`src/rtl/game_pkg.sv`:
```
// Shared game definitions: projectile FSM states, screen geometry and launch-row helper.
package game_pkg;

  typedef enum logic [2:0] {
    IDLE = 3'b001,
    FLY  = 3'b010,
    COOL = 3'b100
  } proj_state_t;

  localparam int unsigned H_MAX     = 799;
  localparam int unsigned V_MAX     = 524;
  localparam int unsigned H_VIS_MIN = 144;
  localparam int unsigned H_VIS_MAX = 783;
  localparam int unsigned V_VIS_MIN = 35;
  localparam int unsigned V_VIS_MAX = 514;

  // Row a new shot appears on; clamps to vmin when the player sits too close to the top.
  function automatic logic [9:0] launch_row(input logic [9:0] pv, input logic [9:0] vmin,
                                            input logic [9:0] voff);
    logic [10:0] lim;
    lim = {1'b0, vmin} + {1'b0, voff};
    return ({1'b0, pv} >= lim) ? pv - voff : vmin;
  endfunction

endpackage

```
`src/rtl/projectile_ctrl_rise_detect.sv`:
```
// Registered 1-bit rising-edge detector; clear drops the history like reset does.
module rise_detect (
  input  logic clk,
  input  logic reset,
  input  logic clear,
  input  logic d,
  output logic rise
);

  logic q;

  always_ff @(posedge clk) begin
    if (reset || clear) q <= 1'b0;
    else                q <= d;
  end

  assign rise = d & ~q;

endmodule

```
`src/rtl/projectile_ctrl.sv`:
```
// Single-shot projectile launcher/mover with post-retire cooldown; all outputs registered.
// Build option PROJ_AUTOFIRE_EN: a held fire button relaunches once per cooldown period.
module projectile_ctrl
  import game_pkg::*;
#(
  parameter int unsigned SPEED    = 4,
  parameter int unsigned V_MIN    = 35,
  parameter int unsigned V_OFFSET = 20,
  parameter int unsigned COOLDOWN = 8
) (
  input  logic       clk,
  input  logic       reset,
  input  logic       start,
  input  logic       fire,
  input  logic       frame_tick,
  input  logic [9:0] player_h,
  input  logic [9:0] player_v,
  input  logic       hit,
  output logic [9:0] projectile_h,
  output logic [9:0] projectile_v,
  output logic       active,
  output logic [7:0] shots
);

  localparam logic [9:0] SPEED_W    = 10'(SPEED);
  localparam logic [9:0] V_MIN_W    = 10'(V_MIN);
  localparam logic [9:0] V_OFFSET_W = 10'(V_OFFSET);
  localparam logic [9:0] STEP_LIM   = 10'(V_MIN + SPEED);
  localparam logic [7:0] COOL_W     = 8'(COOLDOWN);

  proj_state_t state;
  logic [7:0]  cnt;
  logic        fire_rise;
  logic        launch;

  rise_detect u_fire_rise (
    .clk   (clk),
    .reset (reset),
    .clear (start),
    .d     (fire),
    .rise  (fire_rise)
  );

`ifdef PROJ_AUTOFIRE_EN
  assign launch = fire | fire_rise;
`else
  assign launch = fire_rise;
`endif

  always_ff @(posedge clk) begin
    if (reset || start) begin
      state        <= IDLE;
      projectile_h <= '0;
      projectile_v <= '0;
      active       <= 1'b0;
      shots        <= '0;
      cnt          <= '0;
    end else begin
      case (state)
        IDLE: begin
          if (launch) begin
            state        <= FLY;
            projectile_h <= player_h;
            projectile_v <= launch_row(player_v, V_MIN_W, V_OFFSET_W);
            active       <= 1'b1;
            if (shots != 8'hFF) shots <= shots + 8'd1;
          end
        end
        FLY: begin
          // Limit is checked before the subtract so the row never wraps.
          if (hit || (frame_tick && projectile_v < STEP_LIM)) begin
            state  <= COOL;
            active <= 1'b0;
            cnt    <= COOL_W;
          end else if (frame_tick) begin
            projectile_v <= projectile_v - SPEED_W;
          end
        end
        COOL: begin
          if (frame_tick) begin
            if (cnt == 8'd0) state <= IDLE;
            else             cnt   <= cnt - 8'd1;
          end
        end
        default: state <= IDLE;
      endcase
    end
  end

endmodule

```
`config.mk`:
```
export PLATFORM = sky130hd
export DESIGN_NAME = projectile_ctrl
export DESIGN_NICKNAME = d
export VERILOG_FILES = /design/src/rtl/game_pkg.sv /design/src/rtl/projectile_ctrl_rise_detect.sv /design/src/rtl/projectile_ctrl.sv
export SDC_FILE = /design/constraint.sdc
export NUM_CORES = 1
export LEC_CHECK = 0
export BUFFER_PORTS_ARGS = -buffer_cell sky130_fd_sc_hd__clkbuf_2
export CORE_MARGIN = 2
export CORE_UTILIZATION = 38
export CTS_CLUSTER_SIZE = 40
export DETAILED_ROUTE_END_ITERATION = 16
export GPL_ROUTABILITY_DRIVEN = 0
export GPL_TIMING_DRIVEN = 0
export PLACE_DENSITY = 0.6
export SYNTH_ARGS = -nofsm -noshare
export SYNTH_HDL_FRONTEND = slang
export SYNTH_SLANG_ARGS = --single-unit
```
`constraint.sdc`:
```
create_clock -name clk -period 4.85 [get_ports clk]
set_clock_uncertainty 0.1 [all_clocks]
set_input_delay 1.2125 -clock clk [delete_from_list [all_inputs] [get_ports clk]]
set_output_delay 1.2125 -clock clk [all_outputs]
set_load 0.02 [all_outputs]
```
==> flow_summary.ini <==
[outcome]
outcome = finished clean

[die]
core_um2 = 5570
initial_core_util = 0.400
pin_count = 55
dieHeight_um = 80.6
die_w_um = 80.6
dieArea_um2 = 6500
rows = 27

[pwr]
powerDensity_nw_per_um2 = 280
switching_power_mw = 0.206
sequentialPowerShare = 0.470
pwr-share-clk = 0.371
peakVddDrop_mv = 0.155
internal_power_mw = 0.548
switching_share = 0.274
p_leak_nw = 1.07
share_comb_of_total_power = 0.158

[global_routing]
grt_max_degree = 14
overflow = 0
antenna_found_initial = 0
track_usage = 0.179
grt_pass1_vias = 1975
grt_first_pass_wirelength_um = 9120

[synthesis]
ys_ff_latch = 41
yosysTopAreaCell = dfxtp_1
synth_most_common_cell = dfxtp_1
yosysSeqAreaShare = 0.368
synthesis.nets = 301
synth_top_area_share = 0.368
ys_top_cells_by_area = dfxtp_1 37%, a21oi_1 5.2%, nand2_1 5.0%
yosysUniqueCellTypes = 57
synthFlopType = dfxtp_1
synth_edf_count = 0
syn_area_um2 = 2230
syn_area_per_cell_um2 = 8.32
ys_warn_count = 0
netlist_top_cells_count = 41 x dfxtp_1, 30 x nand2_1, 23 x a21oi_1, 18 x nor2_1, 11 x nor3_1
syn-instance-count = 268
async_flop_share = 0

[routing]
num_vias = 2076
drtPass1Iterations = 4
drt_wl_total_um = 5390
drtIter0Drc = 154
ant_nets = 0
drc = 0
via_per_inst = 5.18
drt-wirelength-per-cell_um = 13.4

[timing]
setup_tns_ns = 0
fin_crit_sh = 0.534
max_freq_ghz = 0.386
grt_setup_unrepaired = false
period_minus_slack_ns = 2.59
slew_headroom = 0.541
slew_violations = 0
finalSetupViolCount = 0
tightest_slew_ns = 0.686
hold_violations = 0

[worst_setup_path]
reg2reg_from = projectile_v[3]
worst_ep_required_time_ns = 4.99
r2r_cells = 7
worstPathArrival_ns = 2.73
reg2reg_slack_ns = 2.42
crit_type = input pin to register
critPathMaxFanout = 10
reg2reg_to = cnt[6]
start_kind = input pin
cp-end-kind = register

[worst_hold_path]
holdPathEnd = projectile_h[4]
hold_path.class = register to register
worstHoldStart = projectile_h[4]
whs_path_depth = 2

[layout]
area_growth_pct = 20.9
fin_cells = 401
nets = 361
diodes = 0
drive_above_1_share = 0.234

[cts]
clk_path_buf_depth = 2
ctsResizeCount = 0
cts_tree = done
cts_hold_buffers = 0
path_clk_slew_ns = 0.08
clock-root-buffer = clkbuf_8
cts_setup_buffers = 0
htree_levels = 2
cts.sinks = 41
cts_made_buffers = 5
clk_latency_ns = 0.29

[placement]
hpwl_um = 4010
io_buffers = 53
dp_cells = 393

[run]
maxCapViolations = 0
[worst max-delay path by stage]
stage | depth (start not counted) | start | end | slack (ns)
detailed placement | 7 | start | cnt[5] | 1.93
global route | 7 | start | cnt[7] | 2.11
floorplan | 6 | player_v[6] | projectile_v[7] | 2.22
CTS | 7 | start | cnt[5] | 2.24
finish | 7 | start | cnt[7] | 2.26
global placement | 7 | player_v[6] | projectile_v[5] | 1.92
[power by group through the flow]
stage	sequential (mW)	clock (mW)	combinational [mW]
after global placement	0.362	0	0.119
after global routing	0.356	0.300	0.134
after floorplan	0.370	0	0.0722
final	0.355	0.280	0.120
after CTS	0.355	0.286	0.120
after detailed placement	0.362	0	0.120
[logic make-up after synthesis]
kind of cell / synth area share
and+or+nand+nor: 0.268
muxes: 0.00449
xor gates and xnor gates: 0.0432
DFF: 0.368
AOI/OAI and AO/OA: 0.229
buffers and inverters: 0.0488
adders and majority gates: 0.0393
[state kept, by name, indices dropped and copies added (netlist names)]
register       flops
projectile_v      10
cnt                8
active             1
u_fire_rise.q      1
projectile_h      10
shots              8
state              3
[cell usage in the layout, fill, tap and decap left out, types with 3 or more instances in the layout]
master    Yosys  routed
a31oi_1       4       4
nor4_1        3       3
nor3_1       11      11
nand3b_1      3       3
o211ai_1      5       5
a21oi_1      23      23
inv_1        10      10
o31ai_1       3       3
or3_1         8       8
or4_1         8       8
o21ai_1      10      10
clkbuf_1      6       7
o21ai_0       7       7
xor2_1        3       3
xnor2_1       8       8
dfxtp_1      41      41
ha_1          7       7
nand2_1      30      30
clkbuf_2      0      53
buf_2         6       6
nand3_1       4       4
clkbuf_8      0       5
nor2_1       18      18
nor2b_1       5       5
a211oi_1      3       3
[layout make-up]
class / count / area [µm²]
fillers: 585 / 2880
repair buffers: 53 / 265
clock buffers: 6 / 72.6
inverters: 11 / 41.3
plain buffers: 14 / 67.6
multi-input cells: 202 / 1300
well taps: 72 / 90.1
clock inverters: 2 / 38.8
flip-flops and latches: 41 / 821
[metrics by stage]
step	utilization	hold WS, ns	instance area (µm²)	total power [mW]	setup slack [ns]
3_5_place_dp	0.464	0.350	2590	0.482	1.93
3_3_place_gp	0.464	0.341	2590	0.481	1.92
4_1_cts	0.484	0.362	2700	0.760	2.24
5_1_grt	0.484	0.385	2700	0.791	2.11
6_report	0.484	0.358	2700	0.754	2.26
2_1_floorplan	-	0.361	2230	0.442	2.22
[per-layer routing]
metal	up-vias	share of wire	GRT usage
met1	929	0.50	0.253
met4	0	0.0089	0.0458
met2	48	0.43	0.265
met5	-	0	0
met3	5	0.061	0.0528
li1	1094	-	-
[critical path, stage by stage]
cell and delay [ns]:
clkbuf_2 0.09, or2_1 0.22, clkbuf_1 0.24, nor2_1 0.18, a21oi_1 0.19, or4_1 0.53
nand2_1 0.07
(Power assumes the default switching activity.)
